--- src/rtl/control_pkg.sv ---
// Shared opcodes, ALU constants, FSM encoding and instruction field layout
// for the control_unit fetch/execute sequencer.
package control_pkg;

    localparam logic [3:0] OP_NOP  = 4'h0;
    localparam logic [3:0] OP_ALU  = 4'h1;
    localparam logic [3:0] OP_LDI  = 4'h2;
    localparam logic [3:0] OP_ADDI = 4'h3;
    localparam logic [3:0] OP_LD   = 4'h4;
    localparam logic [3:0] OP_ST   = 4'h5;
    localparam logic [3:0] OP_JMP  = 4'h6;
    localparam logic [3:0] OP_JZ   = 4'h7;
    localparam logic [3:0] OP_JC   = 4'h8;
    localparam logic [3:0] OP_JN   = 4'h9;
    localparam logic [3:0] OP_HLT  = 4'hF;

    localparam logic [2:0] ALU_ADD    = 3'b000;
    localparam logic [2:0] ALU_PASS_B = 3'b100;

    localparam int unsigned F_OPC_LSB = 12;
    localparam int unsigned F_D_LSB   = 10;
    localparam int unsigned F_A_LSB   = 8;
    localparam int unsigned F_B_LSB   = 6;
    localparam int unsigned F_ALU_LSB = 0;
    localparam int unsigned F_IMM_LSB = 0;

    typedef enum logic [1:0] {
        S_IDLE  = 2'd0,
        S_FETCH = 2'd1,
        S_EXEC  = 2'd2,
        S_HALT  = 2'd3
    } state_t;

    typedef enum logic [1:0] {
        COND_ALWAYS = 2'd0,
        COND_Z      = 2'd1,
        COND_C      = 2'd2,
        COND_N      = 2'd3
    } cond_t;

    typedef struct packed {
        logic       load_enable;
        logic       mb_select;
        logic       md_select;
        logic       write_ram_enable;
        logic [1:0] a_select;
        logic [1:0] b_select;
        logic [1:0] destination_select;
        logic [2:0] operation_select;
        logic [7:0] constant_in;
    } ctrl_t;

    typedef struct packed {
        logic       is_branch;
        cond_t      cond;
        logic       is_halt;
        logic       is_illegal;
        logic       updates_flags;
        logic [7:0] target;
    } flow_t;

    function automatic logic [3:0] opcode_of(input logic [15:0] instr);
        return instr[F_OPC_LSB +: 4];
    endfunction

endpackage

--- src/rtl/control_unit_if.sv ---
// data_unit control word and ALU flag bus between control_unit and data_unit.
interface control_unit_if;

    logic       load_enable;
    logic       mb_select;
    logic       md_select;
    logic       write_ram_enable;
    logic [1:0] a_select;
    logic [1:0] b_select;
    logic [1:0] destination_select;
    logic [2:0] operation_select;
    logic [7:0] constant_in;
    logic       zero_flag;
    logic       carrier_flag;
    logic       negative_flag;

    modport master (
        output load_enable, mb_select, md_select, write_ram_enable,
        output a_select, b_select, destination_select, operation_select, constant_in,
        input  zero_flag, carrier_flag, negative_flag
    );

    modport slave (
        input  load_enable, mb_select, md_select, write_ram_enable,
        input  a_select, b_select, destination_select, operation_select, constant_in,
        output zero_flag, carrier_flag, negative_flag
    );

endinterface

--- src/rtl/instr_decoder.sv ---
// Combinational decode of one 16-bit instruction into the data_unit control
// word and the sequencing attributes (branch, halt, illegal, flag update).
module instr_decoder
    import control_pkg::*;
(
    input  logic [15:0] instr,
    output ctrl_t       ctrl,
    output flow_t       flow
);

    logic [1:0] fld_d;
    logic [1:0] fld_a;
    logic [1:0] fld_b;
    logic [2:0] fld_alu;
    logic [7:0] fld_imm;

    assign fld_d   = instr[F_D_LSB +: 2];
    assign fld_a   = instr[F_A_LSB +: 2];
    assign fld_b   = instr[F_B_LSB +: 2];
    assign fld_alu = instr[F_ALU_LSB +: 3];
    assign fld_imm = instr[F_IMM_LSB +: 8];

    always_comb begin
        ctrl        = '0;
        flow        = '0;
        flow.target = fld_imm;
        case (opcode_of(instr))
            OP_NOP: ;
            OP_ALU: begin
                ctrl.operation_select   = fld_alu;
                ctrl.a_select           = fld_a;
                ctrl.b_select           = fld_b;
                ctrl.destination_select = fld_d;
                ctrl.load_enable        = 1'b1;
                flow.updates_flags      = 1'b1;
            end
            OP_LDI: begin
                ctrl.operation_select   = ALU_PASS_B;
                ctrl.mb_select          = 1'b1;
                ctrl.constant_in        = fld_imm;
                ctrl.destination_select = fld_d;
                ctrl.load_enable        = 1'b1;
                flow.updates_flags      = 1'b1;
            end
            OP_ADDI: begin
                ctrl.operation_select   = ALU_ADD;
                ctrl.a_select           = fld_a;
                ctrl.mb_select          = 1'b1;
                ctrl.constant_in        = fld_imm;
                ctrl.destination_select = fld_d;
                ctrl.load_enable        = 1'b1;
                flow.updates_flags      = 1'b1;
            end
            OP_LD: begin
                ctrl.md_select          = 1'b1;
                ctrl.a_select           = fld_a;
                ctrl.destination_select = fld_d;
                ctrl.load_enable        = 1'b1;
            end
            OP_ST: begin
                ctrl.write_ram_enable = 1'b1;
                ctrl.a_select         = fld_a;
                ctrl.b_select         = fld_b;
            end
            OP_JMP: begin
                flow.is_branch = 1'b1;
                flow.cond      = COND_ALWAYS;
            end
            OP_JZ: begin
                flow.is_branch = 1'b1;
                flow.cond      = COND_Z;
            end
            OP_JC: begin
                flow.is_branch = 1'b1;
                flow.cond      = COND_C;
            end
            OP_JN: begin
                flow.is_branch = 1'b1;
                flow.cond      = COND_N;
            end
            OP_HLT:  flow.is_halt    = 1'b1;
            default: flow.is_illegal = 1'b1;
        endcase
    end

endmodule

--- src/rtl/control_unit.sv ---
// Two-cycle FETCH/EXEC sequencer driving the data_unit control word from an
// external instruction ROM; control outputs are registered and live only in EXEC.
module control_unit
    import control_pkg::*;
#(
    parameter int unsigned PC_WIDTH = 8
)
(
    input  logic                clk,
    input  logic                reset,
    input  logic                start,
    input  logic [15:0]         instruction_in,
    output logic [PC_WIDTH-1:0] pc,
    output logic                busy,
    output logic                halted,
    output logic                illegal,
    control_unit_if.master      du
);

    state_t              state;
    state_t              state_n;
    logic [PC_WIDTH-1:0] pc_n;
    logic [2:0]          flags_q;
    logic [2:0]          flags_n;
    logic                illegal_n;
    logic                taken;
    ctrl_t               dec_ctrl;
    ctrl_t               ctrl_q;
    ctrl_t               ctrl_n;
    flow_t               dec_flow;
    flow_t               flow_q;
    flow_t               flow_n;

    instr_decoder u_decoder (
        .instr (instruction_in),
        .ctrl  (dec_ctrl),
        .flow  (dec_flow)
    );

    // IR is captured in decoded form at the end of FETCH so the control
    // outputs come straight from flops during EXEC; reset value decodes as NOP.
    always_ff @(posedge clk or negedge reset) begin
        if (!reset) begin
            state   <= S_IDLE;
            pc      <= '0;
            flags_q <= '0;
            illegal <= 1'b0;
            ctrl_q  <= '0;
            flow_q  <= '0;
        end else begin
            state   <= state_n;
            pc      <= pc_n;
            flags_q <= flags_n;
            illegal <= illegal_n;
            ctrl_q  <= ctrl_n;
            flow_q  <= flow_n;
        end
    end

    always_comb begin
        case (flow_q.cond)
            COND_Z:  taken = flags_q[0];
            COND_C:  taken = flags_q[1];
            COND_N:  taken = flags_q[2];
            default: taken = 1'b1;
        endcase
        taken = taken & flow_q.is_branch;
    end

    always_comb begin
        state_n   = state;
        pc_n      = pc;
        flags_n   = flags_q;
        illegal_n = illegal;
        case (state)
            S_IDLE, S_HALT: begin
                if (start) begin
                    state_n   = S_FETCH;
                    pc_n      = '0;
                    flags_n   = '0;
                    illegal_n = 1'b0;
                end
            end
            S_FETCH: state_n = S_EXEC;
            S_EXEC: begin
                if (flow_q.updates_flags)
                    flags_n = {du.negative_flag, du.carrier_flag, du.zero_flag};
                if (flow_q.is_halt || flow_q.is_illegal) begin
                    state_n   = S_HALT;
                    illegal_n = illegal | flow_q.is_illegal;
                end else begin
                    state_n = S_FETCH;
                    pc_n    = taken ? PC_WIDTH'(flow_q.target) : pc + PC_WIDTH'(1);
                end
            end
            default: state_n = S_IDLE;
        endcase
    end

    always_comb begin
        ctrl_n = '0;
        flow_n = flow_q;
        if (state == S_FETCH) begin
            ctrl_n = dec_ctrl;
            flow_n = dec_flow;
        end
    end

    assign busy   = (state == S_FETCH) || (state == S_EXEC);
    assign halted = (state == S_HALT);

    assign du.load_enable        = ctrl_q.load_enable;
    assign du.mb_select          = ctrl_q.mb_select;
    assign du.md_select          = ctrl_q.md_select;
    assign du.write_ram_enable   = ctrl_q.write_ram_enable;
    assign du.a_select           = ctrl_q.a_select;
    assign du.b_select           = ctrl_q.b_select;
    assign du.destination_select = ctrl_q.destination_select;
    assign du.operation_select   = ctrl_q.operation_select;
    assign du.constant_in        = ctrl_q.constant_in;

endmodule

--- src/flat_wrapper.sv ---
// flat-port wrapper written by rule: the top's interface ports become plain ports
module control_unit_flat import control_pkg::*;
#(
    parameter int unsigned PC_WIDTH = 8
)
  (clk, reset, start, instruction_in, pc, busy, halted, illegal, du_load_enable, du_mb_select, du_md_select, du_write_ram_enable, du_a_select, du_b_select, du_destination_select, du_operation_select, du_constant_in, du_zero_flag, du_carrier_flag, du_negative_flag);
  control_unit_if du_i ();
  input  logic clk;
  input  logic reset;
  input  logic start;
  input  logic [15:0] instruction_in;
  output logic [PC_WIDTH-1:0] pc;
  output logic busy;
  output logic halted;
  output logic illegal;
  output wire logic [$bits(du_i.load_enable)-1:0] du_load_enable;
  output wire logic [$bits(du_i.mb_select)-1:0] du_mb_select;
  output wire logic [$bits(du_i.md_select)-1:0] du_md_select;
  output wire logic [$bits(du_i.write_ram_enable)-1:0] du_write_ram_enable;
  output wire logic [$bits(du_i.a_select)-1:0] du_a_select;
  output wire logic [$bits(du_i.b_select)-1:0] du_b_select;
  output wire logic [$bits(du_i.destination_select)-1:0] du_destination_select;
  output wire logic [$bits(du_i.operation_select)-1:0] du_operation_select;
  output wire logic [$bits(du_i.constant_in)-1:0] du_constant_in;
  input wire logic [$bits(du_i.zero_flag)-1:0] du_zero_flag;
  input wire logic [$bits(du_i.carrier_flag)-1:0] du_carrier_flag;
  input wire logic [$bits(du_i.negative_flag)-1:0] du_negative_flag;
  assign du_load_enable = du_i.load_enable;
  assign du_mb_select = du_i.mb_select;
  assign du_md_select = du_i.md_select;
  assign du_write_ram_enable = du_i.write_ram_enable;
  assign du_a_select = du_i.a_select;
  assign du_b_select = du_i.b_select;
  assign du_destination_select = du_i.destination_select;
  assign du_operation_select = du_i.operation_select;
  assign du_constant_in = du_i.constant_in;
  assign du_i.zero_flag = du_zero_flag;
  assign du_i.carrier_flag = du_carrier_flag;
  assign du_i.negative_flag = du_negative_flag;
  control_unit #(.PC_WIDTH(PC_WIDTH)) u_core (.clk(clk), .reset(reset), .start(start), .instruction_in(instruction_in), .pc(pc), .busy(busy), .halted(halted), .illegal(illegal), .du(du_i));
endmodule
--- config.mk ---
export PLATFORM = sky130hd
export DESIGN_NAME = control_unit_flat
export DESIGN_NICKNAME = d
export VERILOG_FILES = /design/src/rtl/control_pkg.sv /design/src/rtl/control_unit_if.sv /design/src/rtl/instr_decoder.sv /design/src/rtl/control_unit.sv /design/src/flat_wrapper.sv
export SDC_FILE = /design/constraint.sdc
export NUM_CORES = 1
export LEC_CHECK = 0
export ABC_AREA = 1
export CORE_MARGIN = 1
export CORE_UTILIZATION = 50
export DETAILED_ROUTE_END_ITERATION = 10
export PLACE_DENSITY = 0.79
export SYNTH_ARGS = -nofsm -noshare
export SYNTH_HDL_FRONTEND = slang
export SYNTH_HIERARCHICAL = 1
export SYNTH_SLANG_ARGS = --single-unit
--- constraint.sdc ---
create_clock -name clk -period 1.79 [get_ports clk]
set_clock_uncertainty 0.15 [all_clocks]
set_input_delay 0.358 -clock clk [delete_from_list [all_inputs] [get_ports clk]]
set_output_delay 0.358 -clock clk [all_outputs]
set_load 0.01 [all_outputs]
==> results.sh <==
export IMPL_die_y_um=72.1
export IMPL_cts_tree="built"
export IMPL_grt_pass1_wl_mm=8.29
export IMPL_setup_violations=0
export IMPL_power_density_nw_per_um2=1260
export IMPL_ys_async_sr_fraction_pct=100
export IMPL_multi_input_area_um2=892
export IMPL_end_kind="primary output"
export IMPL_drv_slew=0
export IMPL_worstPathCellList="clkdlybuf4s50_1"
export IMPL_grt_max_degree=47
export IMPL_port_buffer_count=53
export IMPL_syn_inst=314
export IMPL_hp_class="register to register"
export IMPL_diodes=0
export IMPL_routed_wl_mm=4.92
export IMPL_cts_buffers=5
export IMPL_slew_headroom_pct=74.2
export IMPL_fp_dieW_um=72.1
export IMPL_cts_root_buffer="clkbuf_8"
export IMPL_syn_num_nets=340
export IMPL_period_minus_slack_ps=1730
export IMPL_seqCellArea_um2=1230
export IMPL_synthTopCellsByCount="88 x nand2_1, 64 x inv_1, 49 x dfrtp_1"
export IMPL_drtAntennaViolNets=0
export IMPL_io_pins=54
export IMPL_crit_type="register to primary output"
export IMPL_netlist_area_um2=2450
export IMPL_synth_cell_type_count=27
export IMPL_synth_most_common_cell="nand2_1"
export IMPL_vias=2028
export IMPL_ys_ff_latch=49
export IMPL_hold_depth=2
export IMPL_wire_per_inst_um=11.1
export IMPL_p_leak_uw=0.00175
export IMPL_cp_startpoint="u_core/illegal$_DFFE_PN0P_"
export IMPL_core_area_um2=4720
export IMPL_synth_edf_count=0
export IMPL_worstSetupPathDepth=1
export IMPL_worst_pin_slew_ps=387
export IMPL_max_stage_delay_ps=540
export IMPL_grt_pass1_vias=1863
export IMPL_finalNetCount=400
export IMPL_yosysTopAreaCell="dfrtp_1"
export IMPL_worstPathRequired_ps=1280
export IMPL_cp_start_kind="register"
export IMPL_ys_seq_area_share_pct=50.0
export IMPL_cp_max_fo=2
export IMPL_fin_area_um2=3210
export IMPL_antenna_found_initial=0
export IMPL_dpl_cell_count=424
export IMPL_rows=25
export IMPL_layout_cells_non_filler=442
export IMPL_critPathSlowestCell="clkdlybuf4s50_1"
export IMPL_path_clk_slew_ps=90
export IMPL_start_util_pct=51.9
export IMPL_fill_cells=418
export IMPL_grt_usage_pct=20.7
export IMPL_synth_area_per_cell_um2=7.81
export IMPL_hold_worst_slack_ps=342
export IMPL_synth_top_area_share_pct=50.0
export IMPL_place_gp_congestion=0.758
export IMPL_clk_path_buf_depth=2
export IMPL_timing_final_crit_share_pct=96.5
export IMPL_synth_area_leaders="dfrtp_1 50%, nand2_1 13%, inv_1 9.8%"
export IMPL_ir_worst_vdd_mv=0.527
export IMPL_hold_viol_final=0
export IMPL_placed_cell_area_um2=3020
export IMPL_viasPerCell=4.59
export IMPL_clock_latency_ps=300
export IMPL_hold_start="u_core/flow_q[10]$_DFFE_PN0N_"
export IMPL_dp_hpwl_mm=3.51
export IMPL_status="complete, no violations"
export IMPL_cap_violations=0
export IMPL_rsz0062_at_grt="no"
export IMPL_first_iter_violations=174
export IMPL_reg2reg_depth=9
export IMPL_syn_to_final_growth_pct=30.7
export IMPL_fp_dieArea_um2=5190
export IMPL_grt_overflow_total=0
export IMPL_reg2reg_from="u_core/state[0]$_DFFE_PN0P_"
export IMPL_htree_levels=2
export IMPL_critPathTopFamily="buffers and inverters"
export IMPL_crit_arrival_ps=1220
export IMPL_max_freq_ghz=0.579
export IMPL_synth_ff_type="dfrtp_1"
export IMPL_cts_sink_count=49
export IMPL_ys_warn_count=6
export IMPL_cp_num_buf_inv=1
export IMPL_first_pass_iters=5
export IMPL_drive_above_1_share_pct=11.2
export IMPL_drc=0
## cells in the final DEF (no fill, tap or decap), types with 3 or more instances in the layout
| cell | count |
|---|---|
| clkbuf_8 | 7 |
| o21ai_1 | 3 |
| nand2_1 | 87 |
| nand3_1 | 18 |
| clkdlybuf4s50_1 | 50 |
| nor2_1 | 23 |
| buf_4 | 13 |
| nand4_1 | 8 |
| inv_2 | 3 |
| dfrtp_1 | 48 |
| ha_1 | 3 |
| inv_1 | 63 |
| o21ai_0 | 19 |
## what timing repair did
action,in CTS,in global routing
hold buffers,1,0
endpoints found under the setup margin,8,11
gates resized for setup,8,4
setup buffers,7,2
pin swaps,1,0
hold endpoints to repair,15,0
gates cloned,0,0
## state kept, by name, indices dropped and copies added, names as in the netlist
register,flops
u_core/du.a_select,2
u_core/du.b_select,2
u_core/du.constant_in,8
u_core/du.destination_select,2
u_core/du.load_enable,1
u_core/du.mb_select,1
u_core/du.md_select,1
u_core/du.operation_select,3
u_core/du.write_ram_enable,1
u_core/flags_q,3
u_core/flow_q,14
u_core/illegal,1
u_core/pc,8
u_core/state,2
## layout make-up
| class | count | area share (%) |
|---|---|---|
| clock buffers | 7 | 3.00 |
| repair buffers | 69 | 20.4 |
| flip-flops and latches | 49 | 38.3 |
| well taps | 67 | 2.61 |
| multi-input cells | 183 | 27.8 |
| clock inverters | 1 | 0.156 |
| inverters | 66 | 7.73 |
## power by group
part	internal, µW	switching (µW)	total [µW]
clock	350	358	707
sequential	1400	160	1560
combinational	742	1030	1770
## stage by stage
stage	power (µW)	setup slack, ps	setup TNS [ps]	util [%]
floorplan	2640	241	0	-
global placement	3160	31.5	0	63.9
detailed placement	3230	-17.9	-17.9	63.9
CTS	4060	6.68	0	67.7
global route	4360	16.5	0	67.9
finish	4040	61.9	0	67.9
## layer usage
metal / track usage (%) / vias to the layer above / wire [µm]
li1: - / 1057 / -
met1: 27.9 / 913 / 2260
met2: 33.0 / 53 / 2320
met3: 4.86 / 5 / 278
met4: 7.19 / 0 / 59
met5: 0 / - / 0
## path summary, 6_finish.rpt
| check | slack [ps] | to |
|---|---|---|
| worst min register to register | 340 | u_core/flow_q[10]$_DFFE_PN0N_ |
| worst max register to register | 160 | u_core/pc[3]$_DFFE_PN0P_ |
| worst min-delay path | 340 | u_core/flow_q[10]$_DFFE_PN0N_ |
| max in group asynchronous | 620 | u_core/pc[2]$_DFFE_PN0P_ |
| worst max-delay path | 60 | illegal |
| min in group asynchronous | 360 | u_core/du.a_select[1]$_DFF_PN0_ |
## cells by family (layout without fill, tap and decap cells)
logic type / count (synthesis) / in the layout / synth area share, %
AO/OA/AOI/OAI: 30 / 30 / 6.94
XOR/XNOR: 3 / 3 / 1.07
adder cells (fa/ha/maj): 4 / 4 / 2.04
buffers and inverters: 82 / 143 / 14.3
flip-flops: 49 / 49 / 50.0
AND/OR/NAND/NOR: 146 / 146 / 25.7
Note: power is estimated with default switching activity, not from simulation.
==> variant 1, RTL diff (config.mk and constraints unchanged) <==
`PC_WIDTH` is set to 8 in 2 places; all go to 10.
--- a/src/rtl/control_unit.sv
+++ b/src/rtl/control_unit.sv
@@ -5,3 +5,3 @@
 #(
-    parameter int unsigned PC_WIDTH = 8
+    parameter int unsigned PC_WIDTH = 10
 )
--- a/src/flat_wrapper.sv
+++ b/src/flat_wrapper.sv
@@ -3,3 +3,3 @@
 #(
-    parameter int unsigned PC_WIDTH = 8
+    parameter int unsigned PC_WIDTH = 10
 )
Interface: changed (resized pc); port bits go from 54 to 56. No check against the original RTL was run, so the function may have changed too.
==> variant 1 against the original RTL <==
Area after synthesis is 7.0% higher. Count of clock-buffer cells in the layout is 1 lower. Setup slack worse by 0.013 ns. Sequential cell count is 2 higher. Routed wire length is 9.8% higher. Cell area is 8.1% higher. Power is 10% higher. Core utilization is 0.42 points higher. Largest power group unchanged.
==> variant 1: results (changes against the original RTL) <==
The flow ran to the end, and the final reports show no timing, DRC or antenna violations. The part of the Yosys area used for sequential elements is 48.6% (was 50.0%). Main area contributors after synthesis: dfrtp_1 49%, nand2_1 14%, inv_1 9.7% (was dfrtp_1 50%, nand2_1 13%, inv_1 9.8%). Sum of met3 wire segment lengths after detailed routing: 300 um (was 278 um).

The tools report the first-pass GRT wire length as 8.86 mm (was 8.29 mm). The length of routed met2 wiring is 2.51 mm (was 2.32 mm). The reg-to-reg setup timing slack was 0.10 ns (was 0.16 ns). The number of buffers created by CTS is 5 (unchanged).

Leading cell types by count after synthesis: 98 x nand2_1, 68 x inv_1, 51 x dfrtp_1, 25 x nor2_1 (was 88 x nand2_1, 64 x inv_1, 49 x dfrtp_1, 23 x nor2_1, 19 x o21ai_0). The total routing resource utilization after global routing came out at 21.2% (was 20.7%). The number of nets at the end of the flow came out at 428 (was 400). The number of cells on the worst reg-to-reg path works out to 8 (was 9). The instance area at placement is 3260 um^2 (was 3020 um^2). The global placement routability congestion is 0.818 (was 0.758).

The synthesized net count was 365 (was 340); the CTS sink count was 51 (was 49). For the total number of vias, the log shows 2247 (was 2028). The HPWL reported at the end of detailed placement was 3.85 mm (was 3.51 mm). The power dissipated in sequential cells is 1.62 mW (was 1.56 mW). The headroom to the max-slew limit came out at 73.3% (was 74.2%). The pre-CTS setup slack is -0.00780 ns (was -0.0179 ns). Clock period minus final worst setup slack: 1.74 ns (was 1.73 ns).

The run gives 27.9% (about the same) as the global-route met1 utilization. The number of I/O port buffers is 55 (was 53), and the total iterations of the first detailed-routing run is 4 (was 5). The tools report the critical register-to-register path endpoint as u_core/pc[9]$_DFFE_PN0P_ (was u_core/pc[3]$_DFFE_PN0P_). The combinational-cell power consumption was 2.02 mW (was 1.77 mW); the maximum fanout count along the critical path was 4 (was 2). The logs give 115 (was 174) for the number of DRC markers after the initial detailed-route iteration and 2018 (was 1863) for the via count of the first global-routing pass. The detailed-route wire length was 5.40 mm (was 4.92 mm); the largest vdd supply drop was 0.642 mV (was 0.527 mV).

The tools report the smallest hold slack as 0.330 ns (was 0.342 ns). The ratio of cells with drive above 1 in the final layout was 12.4% (was 11.2%). The internal power of the cells was 2.74 mW (was 2.49 mW); the count of placed standard cells including taps was 457 (was 424). The part of the power in registers came out at 36.3% (was 38.6%). The routed length on met1 was 2.54 mm (was 2.26 mm); the routed via count divided by cell count was 4.75 (was 4.59). The destination of the critical timing path was pc[9] (was illegal).

For the count of filler cells inserted in the layout, the log shows 430 (was 418).
==> variant 1: cell count changes after synthesis, moves of 2 or more <==
cell / change
dfrtp_1: +2
inv_1: +4
nand4_1: +2
nand2_1: +10
nor2_1: +2
o21ai_2: +2
==> variant 1: what timing repair did <==
item / CTS / global route
hold endpoints to repair: 15 / 0
pin swaps: 1 / 0
buffers inserted: 6 / 1
gates resized for setup: 7 / 13
hold buffers: 1 / 0
setup endpoints to repair: 9 / 17
==> variant 1: cells by family after synthesis <==
group           Yosys count  share of synthesized area (%)
flops                    51                           48.6
buf+inv                  86                           14.1
xor+xnor                  2                          0.667
compound gates           33                           7.44
simple gates            163                           27.3
fa+ha+maj                 4                           1.91
==> variant 1: final cells by class <==
type                       instances  share of cell area (%)
sequential                        51                    36.9
multi-input combinational        202                    29.2
timing repair buffer              72                    20.4
inverter                          70                    7.58
tap                               70                    2.53
clock buffer                       6                    2.38
clock inverter                     2                    1.01
==> variant 2, RTL diff (config.mk and constraints unchanged) <==
Made on the original files. The 4 states of `state_t` get a Gray code encoding in 2 bits.
--- a/src/rtl/control_pkg.sv
+++ b/src/rtl/control_pkg.sv
@@ -27,6 +27,6 @@
     typedef enum logic [1:0] {
-        S_IDLE  = 2'd0,
-        S_FETCH = 2'd1,
-        S_EXEC  = 2'd2,
-        S_HALT  = 2'd3
+        S_IDLE  = 2'b00,
+        S_FETCH = 2'b01,
+        S_EXEC  = 2'b11,
+        S_HALT  = 2'b10
     } state_t;
Check against the original RTL: no difference found for any inputs over 10 cycles, from zero or initial values and one cycle with reset low; not proved beyond that.
==> variant 2 against the original RTL <==
Sequential power increased by 3%. Worst hold slack better by 0.026 ns. Area after synthesis down 1.1%. Sequential cell count unchanged. Power up 5.2%. Routed wire length fell by 1.5%. Setup slack improved by 0.017 ns. Critical endpoint is now pc[4]. Synthesized cell count decreased by 3.2%. Largest cell class unchanged. Cell area fell by 2.0%.
==> variant 2: results (changes against the original RTL) <==
Main area contributors after synthesis: dfrtp_1 51%, inv_1 8.8%, nand2_1 8.8% (was dfrtp_1 50%, nand2_1 13%, inv_1 9.8%). Worst-case hold path end point: u_core/illegal$_DFFE_PN0P_ (was u_core/flow_q[10]$_DFFE_PN0N_). The clock period minus final worst setup slack is 1.71 ns (was 1.73 ns).

First-pass GRT wire length: 8.22 mm (was 8.29 mm). The number of cells on the worst reg-to-reg path is 5 (was 9), and the non-filler instance count after layout is 416 (was 442). The headroom to the max-slew limit came out at 71.7% (was 74.2%).

The number of DRC markers after the initial detailed-route iteration was 112 (was 174). Reg-to-reg setup timing slack: 0.22 ns (was 0.16 ns). Critical register-to-register path endpoint: u_core/flow_q[7]$_DFFE_PN0P_ (was u_core/pc[3]$_DFFE_PN0P_).

The logs give 400 (was 424) for the count of placed standard cells including taps and 387 (was 400) for the number of nets at the end of the flow. Maximum fanout count along the critical path: 3 (was 2). The count of filler cells inserted in the layout was 370 (was 418); the synthesized net count was 327 (was 340).

Setup fix buffers added after clock tree synthesis: 5 (was 7). The tools report the total routing resource utilization after global routing as 20.6% (was 20.7%). The tools report the startpoint of the worst setup timing path as u_core/pc[4]$_DFFE_PN0P_ (was u_core/illegal$_DFFE_PN0P_). The maximum number of pins on one net before global-route repair was 33 (was 47). The sum of met3 wire segment lengths after detailed routing came out at 187 um (was 278 um).

Power drawn by the clock network: 0.756 mW (was 0.707 mW). The routed length on met1 was 2.34 mm (was 2.26 mm). The via count of the first global-routing pass is 1914 (was 1863), and the clock share of power is 17.8% (was 17.5%). The logs give 1.59 nW (was 1.75 nW) for the standby leakage power and 0.0181 ns (was -0.0179 ns) for the pre-CTS setup slack. Leading cell types by count after synthesis: 57 x inv_1, 57 x nand2_1, 54 x nor2_1, 49 x dfrtp_1, 20 x nand3_1 (was 88 x nand2_1, 64 x inv_1, 49 x dfrtp_1, 23 x nor2_1, 19 x o21ai_0). The compound-cell area share of the yosys netlist came out at 5.62% (was 6.94%).

The flow ran to the end, and the final reports show no timing, DRC or antenna violations. The tools report the smallest hold slack as 0.368 ns (was 0.342 ns). The number of cells produced by synthesis is 304 (was 314), and the xor and xnor area share after synthesis is 0.722% (was 1.07%).

For the global placement routability congestion, the log shows 0.820 (was 0.758). The tools report the startpoint of the most critical hold path as u_core/illegal$_DFFE_PN0P_ (was u_core/flow_q[10]$_DFFE_PN0N_). For the distinct cell type count after synthesis, the log shows 26 (was 27).
==> variant 2: cell types whose count changed after synthesis, moves of 2 or more <==
| cell | before | now |
|---|---|---|
| a21oi_1 | 2 | 11 |
| ha_1 | 4 | 1 |
| inv_1 | 64 | 57 |
| mux2_2 | 0 | 4 |
| nand2_1 | 88 | 57 |
| nand2_2 | 1 | 3 |
| nand3_1 | 18 | 20 |
| nor2_1 | 23 | 54 |
| o21ai_0 | 19 | 2 |
| o21ai_1 | 3 | 5 |
==> variant 2: per-layer routing <==
layer / GRT usage (%) / vias up
met5: 0 / -
met4: 7.19 / 0
met3: 4.22 / 7
met2: 32.9 / 51
met1: 28.1 / 908
li1: - / 1040
==> variant 2: area by class of cell <==
cell class                 instances  area (um^2)  share of cell area, %
sequential                        49         1230                   39.0
clock buffer                       5         68.8                   2.19
tap                               52         65.1                   2.07
clock inverter                     2         35.0                   1.11
inverter                          58          218                   6.92
timing repair buffer              69          658                   20.9
multi-input combinational        181          872                   27.7
